`config.mk`:
```
export PLATFORM = sky130hd
export DESIGN_NAME = shift_add_mul_ctrl
export DESIGN_NICKNAME = d
export VERILOG_FILES = /design/src/rtl/shift_add_mul_ctrl.sv
export SDC_FILE = /design/constraint.sdc
export NUM_CORES = 1
export LEC_CHECK = 0
export CAP_MARGIN = 30
export CORE_MARGIN = 1.5
export CORE_UTILIZATION = 45
export CTS_BUF_LIST = sky130_fd_sc_hd__clkbuf_4 sky130_fd_sc_hd__clkbuf_8 sky130_fd_sc_hd__clkbuf_16
export DETAILED_ROUTE_END_ITERATION = 7
export PLACE_DENSITY = 0.89
export SLEW_MARGIN = 20
export SYNTH_ARGS = -nofsm -noshare
export SYNTH_HDL_FRONTEND = slang
export SYNTH_SLANG_ARGS = --single-unit
export TNS_END_PERCENT = 1
```
`constraint.sdc`:
```
create_clock -name clk -period 3.8 [get_ports clk]
set_input_delay 0.95 -clock clk [delete_from_list [all_inputs] [get_ports clk]]
set_output_delay 0.95 -clock clk [all_outputs]
set_load 0.02 [all_outputs]
```
`src/rtl/shift_add_mul_ctrl.sv`:
```
// Shift-and-add multiplier controller around a WIDTH-bit ripple adder.
// Optional one-entry start queue: define MUL_START_QUEUE_EN.
module shift_add_mul_ctrl #(
  parameter int WIDTH = 3,
  parameter int CNT_W = 2
) (
  input  logic               clk,
  input  logic               rst,
  input  logic               start,
  input  logic [WIDTH-1:0]   multiplicand,
  input  logic [WIDTH-1:0]   multiplier,
  output logic               ready,
  output logic               done,
  output logic [2*WIDTH-1:0] product,
  output logic [WIDTH-1:0]   add_a,
  output logic [WIDTH-1:0]   add_b,
  output logic               add_cin,
  input  logic [WIDTH-1:0]   add_sum,
  input  logic               add_cout
);

  typedef enum logic [1:0] {
    S_IDLE,
    S_CALC,
    S_DONE
  } state_t;

  state_t               r_state;
  state_t               w_state_nxt;
  logic [WIDTH-1:0]     r_m;
  logic [WIDTH-1:0]     r_acc;
  logic [WIDTH-1:0]     r_q;
  logic                 r_c;
  logic [CNT_W-1:0]     r_cnt;
  logic                 r_done;
  logic [2*WIDTH-1:0]   r_product;

  logic                 w_load;
  logic [WIDTH-1:0]     w_ld_m;
  logic [WIDTH-1:0]     w_ld_q;
  logic                 w_step;
  logic                 w_last;
  logic                 w_c;
  logic [WIDTH-1:0]     w_acc;
  logic [2*WIDTH:0]     w_shift;

`ifdef MUL_START_QUEUE_EN
  logic                 r_pend_valid;
  logic [WIDTH-1:0]     r_pend_m;
  logic [WIDTH-1:0]     r_pend_q;
  logic                 w_pend_use;
`endif

  assign done    = r_done;
  assign product = r_product;
  assign w_last  = (r_cnt == CNT_W'(1));

  // Add-or-hold then shift {C,ACC,Q} right; r_c is cleared by every
  // shift, so it supplies the zero carry when Q[0] skips the add.
  assign w_c     = r_q[0] ? add_cout : r_c;
  assign w_acc   = r_q[0] ? add_sum  : r_acc;
  assign w_shift = {w_c, w_acc, r_q} >> 1;

  // State register.
  always_ff @(posedge clk or posedge rst) begin
    if (rst) r_state <= S_IDLE;
    else     r_state <= w_state_nxt;
  end

  // Next state, handshake and adder drive.
  always_comb begin
    w_state_nxt = r_state;
    w_load      = 1'b0;
    w_ld_m      = multiplicand;
    w_ld_q      = multiplier;
    w_step      = 1'b0;
    ready       = 1'b0;
    add_a       = '0;
    add_b       = '0;
    add_cin     = 1'b0;
`ifdef MUL_START_QUEUE_EN
    w_pend_use  = 1'b0;
`endif
    unique case (r_state)
      S_IDLE: begin
        ready = 1'b1;
        if (start) begin
          w_load      = 1'b1;
          w_state_nxt = S_CALC;
        end
      end
      S_CALC: begin
        add_a  = r_acc;
        add_b  = r_m;
        w_step = 1'b1;
        if (w_last) w_state_nxt = S_DONE;
      end
      S_DONE: begin
        w_state_nxt = S_IDLE;
`ifdef MUL_START_QUEUE_EN
        if (r_pend_valid) begin
          w_load      = 1'b1;
          w_pend_use  = 1'b1;
          w_ld_m      = r_pend_m;
          w_ld_q      = r_pend_q;
          w_state_nxt = S_CALC;
        end else if (start) begin
          w_load      = 1'b1;
          w_state_nxt = S_CALC;
        end
`endif
      end
      default: w_state_nxt = S_IDLE;
    endcase
  end

  // Operand load, iteration datapath, product and done pulse.
  always_ff @(posedge clk or posedge rst) begin
    if (rst) begin
      r_m       <= '0;
      r_acc     <= '0;
      r_q       <= '0;
      r_c       <= 1'b0;
      r_cnt     <= '0;
      r_done    <= 1'b0;
      r_product <= '0;
    end else begin
      r_done <= w_step && w_last;
      if (w_load) begin
        r_m   <= w_ld_m;
        r_q   <= w_ld_q;
        r_acc <= '0;
        r_c   <= 1'b0;
        r_cnt <= CNT_W'(WIDTH);
      end else if (w_step) begin
        r_c   <= w_shift[2*WIDTH];
        r_acc <= w_shift[2*WIDTH-1:WIDTH];
        r_q   <= w_shift[WIDTH-1:0];
        r_cnt <= r_cnt - CNT_W'(1);
        if (w_last) r_product <= w_shift[2*WIDTH-1:0];
      end
    end
  end

`ifdef MUL_START_QUEUE_EN
  // One-entry buffer for a start that arrives while busy.
  always_ff @(posedge clk or posedge rst) begin
    if (rst) begin
      r_pend_valid <= 1'b0;
      r_pend_m     <= '0;
      r_pend_q     <= '0;
    end else if (w_pend_use) begin
      r_pend_valid <= 1'b0;
    end else if (start && (r_state == S_CALC) && !r_pend_valid) begin
      r_pend_valid <= 1'b1;
      r_pend_m     <= multiplicand;
      r_pend_q     <= multiplier;
    end
  end
`endif

endmodule

```
**Yosys cells after proc, flatten, opt, wreduce, memory -nomap -nowiden**

Cells that the tools add are included.

- Bits in registers: 21
- Bits of input ports: 13
- Output and inout port bits: 15
- Word-level logic and storage cells: 38

- Add/sub/neg operators: 1
- Eq/ne operators: 4
- Multiplexer cells: 19
- Bitwise logic cells: 1
- Reduce and logical (&&, ||, !) cells: 5

Operators by type and width:

| operator | number |
|---|---|
| $mux W3 | 7 |
| $mux W2 | 4 |
| $mux W1 | 7 |
| $eq A2 B1 Y1 const B | 2 |
| $ne A2 B2 Y1 const B | 2 |
| $pmux W2 S2 | 1 |
| $reduce_and A3 Y1 | 1 |
| $logic_not A2 Y1 | 1 |
| $reduce_and A2 Y1 | 1 |
| $reduce_bool A2 Y1 | 1 |
| $sub A2 B1 Y2 const B | 1 |
| $logic_and A1 B1 Y1 | 1 |
| $not A1 Y1 | 1 |

**Logic depth before layout (Yosys ltp)**

- Depth after elaboration: 4
- Mapped depth: 6
- Mapped depth without buffers: 5

**Worst setup path after synthesis**

OpenSTA, ideal clock, no wires.

- Path kind: flip-flop to output port
- Start point: register r_state[0]
- End point: output port add_a[0]
- Arrival time: 1.037 ns
- Data required time: 2.850 ns
- Path slack: 1.813 ns
- Cell stages (with the launch flop): 4
- Buffers on the path: 1
- Cells stage by stage: dfrtp_1 nor2b_2 buf_2 and2_1

- Cells in the longest elaborated chain, start to end: 2

Ends and longest elaborated chain:

| item | RTL line | text |
|---|---|---|
| start: declaration | 28 | `state_t r_state;` |
| start signal: assignment | 67 | `else r_state <= w_state_nxt;` |
| $eq A2 B1 Y1 | 84 | `unique case (r_state)` |
| $mux W3 | 84 |  |
| end: declaration | 15 | `output logic [WIDTH-1:0] add_a,` |

Every way passes these cells.

**Worst setup path after layout**

- Start point: register r_state[0]
- End point: output port add_a[1]

The elaborated chain is that of the path after synthesis.

==> qor.yml <==
finish:
  fin_util: 0.6121
  area_growth_pct: 30.67
  fillCellCount: 169
  antenna_cells: 0
  stdcell_area_mm2: 0.001189
  drive_above_1_share: 0.1091
  nets: 126
worst_setup_path:
  critPathLaunchType: "register"
  cp.required_ns: 2.85
  worst_r2r_path_depth: 3
  path_cells: "nor2b_2 -> and2_1 -> clkdlybuf4s50_1"
  rr_startpoint: "r_cnt[0]"
  r2r-end: "product[0]"
  cp_max_fo: 13
  worstPathArrival_ns: 2.05
  r2r_slack_ns: 2.31
  cpPeakStageDelay_ns: 0.60
  worstSetupEndpoint: "add_a[1]"
  endpoint_kind: "output port"
  crit_start: "r_state[0]"
  cpMaxStageDelayCell: "clkdlybuf4s50_1"
  criticalPathCategory: "register to output port"
detailed_routing:
  drt-pass1-iter-count: 4
  viasPerCell: 4.839
  via_count: 663
  wl_per_cell_um: 13.09
  ant_nets: 0
  drtIter0Drc: 15
  routed_wirelength_um: 1794
  drc: 0
min_path:
  hp-class: "register to register"
yosys:
  yosysSeqAreaShare: 0.5502
  yosys.area.top_type_share: 0.5502
  ys.flop_type: "dfrtp_1"
  avgSynthCellArea_um2: 10.46
  synth_edf_count: 0
  yosys.cell_types.count: 27
  async_flop_share: 1.000
  syn-cell-area_um2: 909.6
  synth_common_cells: "dfrtp_1, nand2_1, and2_1, o21ai_0"
  synth-seq-cells: 20
  synth_top_area_cell: "dfrtp_1"
  syn_inst: 87
  synthTopCellsByArea: "dfrtp_1, nand2_1, nand3_2"
  synth_fp_nets: 101
  yosysMostFrequentCell: "dfrtp_1"
  ys_warn_count: 0
timing:
  hold_violations: 0
  finalMaxSlewViolations: 0
  fin_ws_ns: 0.8026
  hold_ws_ns: 0.4785
  tightest_slew_ns: 0.7393
  max_freq_mhz: 333.6
  period_needed_ns: 2.997
  grt_setup_unrepaired: "false"
  setup_tns_ns: 0
  min_period_over_period: 0.7888
  setup_viol: 0
  relSlewSlack: 0.5066
  fin_worst_skew_ns: 0.008207
global_routing:
  grt.total_usage: 0.1764
  grt_pass1_wl_um: 2815
  antenna_found_initial: 0
  grt_start_max_net_pins: 21
  grt-ovfl-total: 0
  grt_pass1_vias: 626
clock_network:
  clkSinkCount: 20
  cts_setup_buffers: 0
  htreeDepth: 1
  cts_hold_repair.buffers: 0
  post_cts_resized: 0
  cts.path.max_buffers: 2
  cts_tree: "built"
  clkTransAtPathRegs_ns: 0.10
  cts_made_buffers: 3
  cts_root_buf: "clkbuf_4"
  insertion_delay_ns: 0.29
power_and_ir_drop:
  clkPwrFrac: 0.099
  ir_drop_mv: 0.4501
  powerDensity_mw_per_mm2: 828.9
  p_leak_nw: 0.5441
  p_int_w: 0.0005790
  sw_frac_of_total: 0.4124
  power_frac_seq: 0.392
  netSwitchingPower_w: 0.0004063
  comb_power_share: 0.509
placed_design:
  port_buffers: 26
  dp_hpwl_um: 1303
  gp_congestion: 0.7183
  placed_cell_area_mm2: 0.001166
  dp_slack_ns: 1.147
run_status:
  status: "finished clean"
job:
  drv_cap: 0
floorplan:
  die-area_mm2: 0.002300
  die_w_um: 47.96
  core_area_mm2: 0.001942
  rows: 16
  initial_utilization: 0.4684
  ioPinCount: 28
  die_h_um: 47.96
## power by group through the flow
stage                     clock network [W]  registers [W]  logic, W
after detailed placement                  0       0.000389  0.000503
after global routing               0.000108       0.000398  0.000546
after CTS                         0.0000998       0.000386  0.000505
after global placement                    0       0.000384  0.000486
after floorplan                           0       0.000402  0.000311
final                             0.0000971       0.000386  0.000502
## area by class of cell
type,instances,area [um2],area share
clock buffers,3,22.52,0.01895
repair buffers,26,260.3,0.2189
flip-flops and latches,20,500.5,0.4211
well taps,27,33.78,0.02842
inverters,4,15.01,0.01263
multi-input cells,57,356.6,0.3000
## how the worst min path moves through the flow
stage | start | to | slack (ns) | depth (start not counted)
2_1_floorplan | r_m[0] | r_m[0] | 0.44 | 2
3_3_place_gp | r_m[1] | r_m[1] | 0.45 | 2
3_5_place_dp | r_m[0] | r_m[0] | 0.46 | 2
4_1_cts | r_m[0] | r_m[0] | 0.48 | 2
5_1_grt | r_m[1] | r_m[1] | 0.51 | 2
6_report | r_m[2] | r_m[2] | 0.48 | 2
## stage by stage
stage / std cells / total power [W]
6_report: 137 / 0.0009852
3_3_place_gp: 134 / 0.0008698
2_1_floorplan: 87 / 0.0007129
5_1_grt: 137 / 0.001052
4_1_cts: 137 / 0.0009912
3_5_place_dp: 134 / 0.0008918
## critical path: cells and delay by family, from the launching register on
family	cells	cell delay [ns]
buf+inv	1	0.60
flops	1	0.46
simple gates	2	0.70
## cells in the final DEF (no fill, tap or decap), types with 2 or more instances in the layout
cell type        synthesis  final
dfrtp_1                 20     20
o21ai_0                  6      6
clkdlybuf4s50_1          0     26
a22oi_1                  2      2
nand3_2                  4      4
and2_1                   6      6
o21ai_1                  2      2
inv_1                    4      4
mux2i_1                  3      3
mux2_2                   2      2
nand2_1                 18     18
clkbuf_4                 0      3
nor2_1                   2      2
## metal layers
metal,global-route usage,wire length [um]
met3,0.02642,88
met1,0.2536,834
met4,0.06486,0
met5,0,0
met2,0.2693,871
## sequential cells by signal (all words and copies together), names as in the netlist
name     cells
product      6
r_acc        3
r_m          3
r_q          3
r_cnt        2
r_state      2
done         1
## cell families after synthesis
kind of cell	Yosys count	synth area share
buffers and inverters	10	0.05776
AOI/OAI and AO/OA	12	0.07703
adders and majority gates	1	0.01375
xor gates and xnor gates	1	0.009630
muxes	5	0.05777
and+or+nand+nor	37	0.2297
DFF	20	0.5502
other	1	0.004123
(Power assumes the default switching activity.)
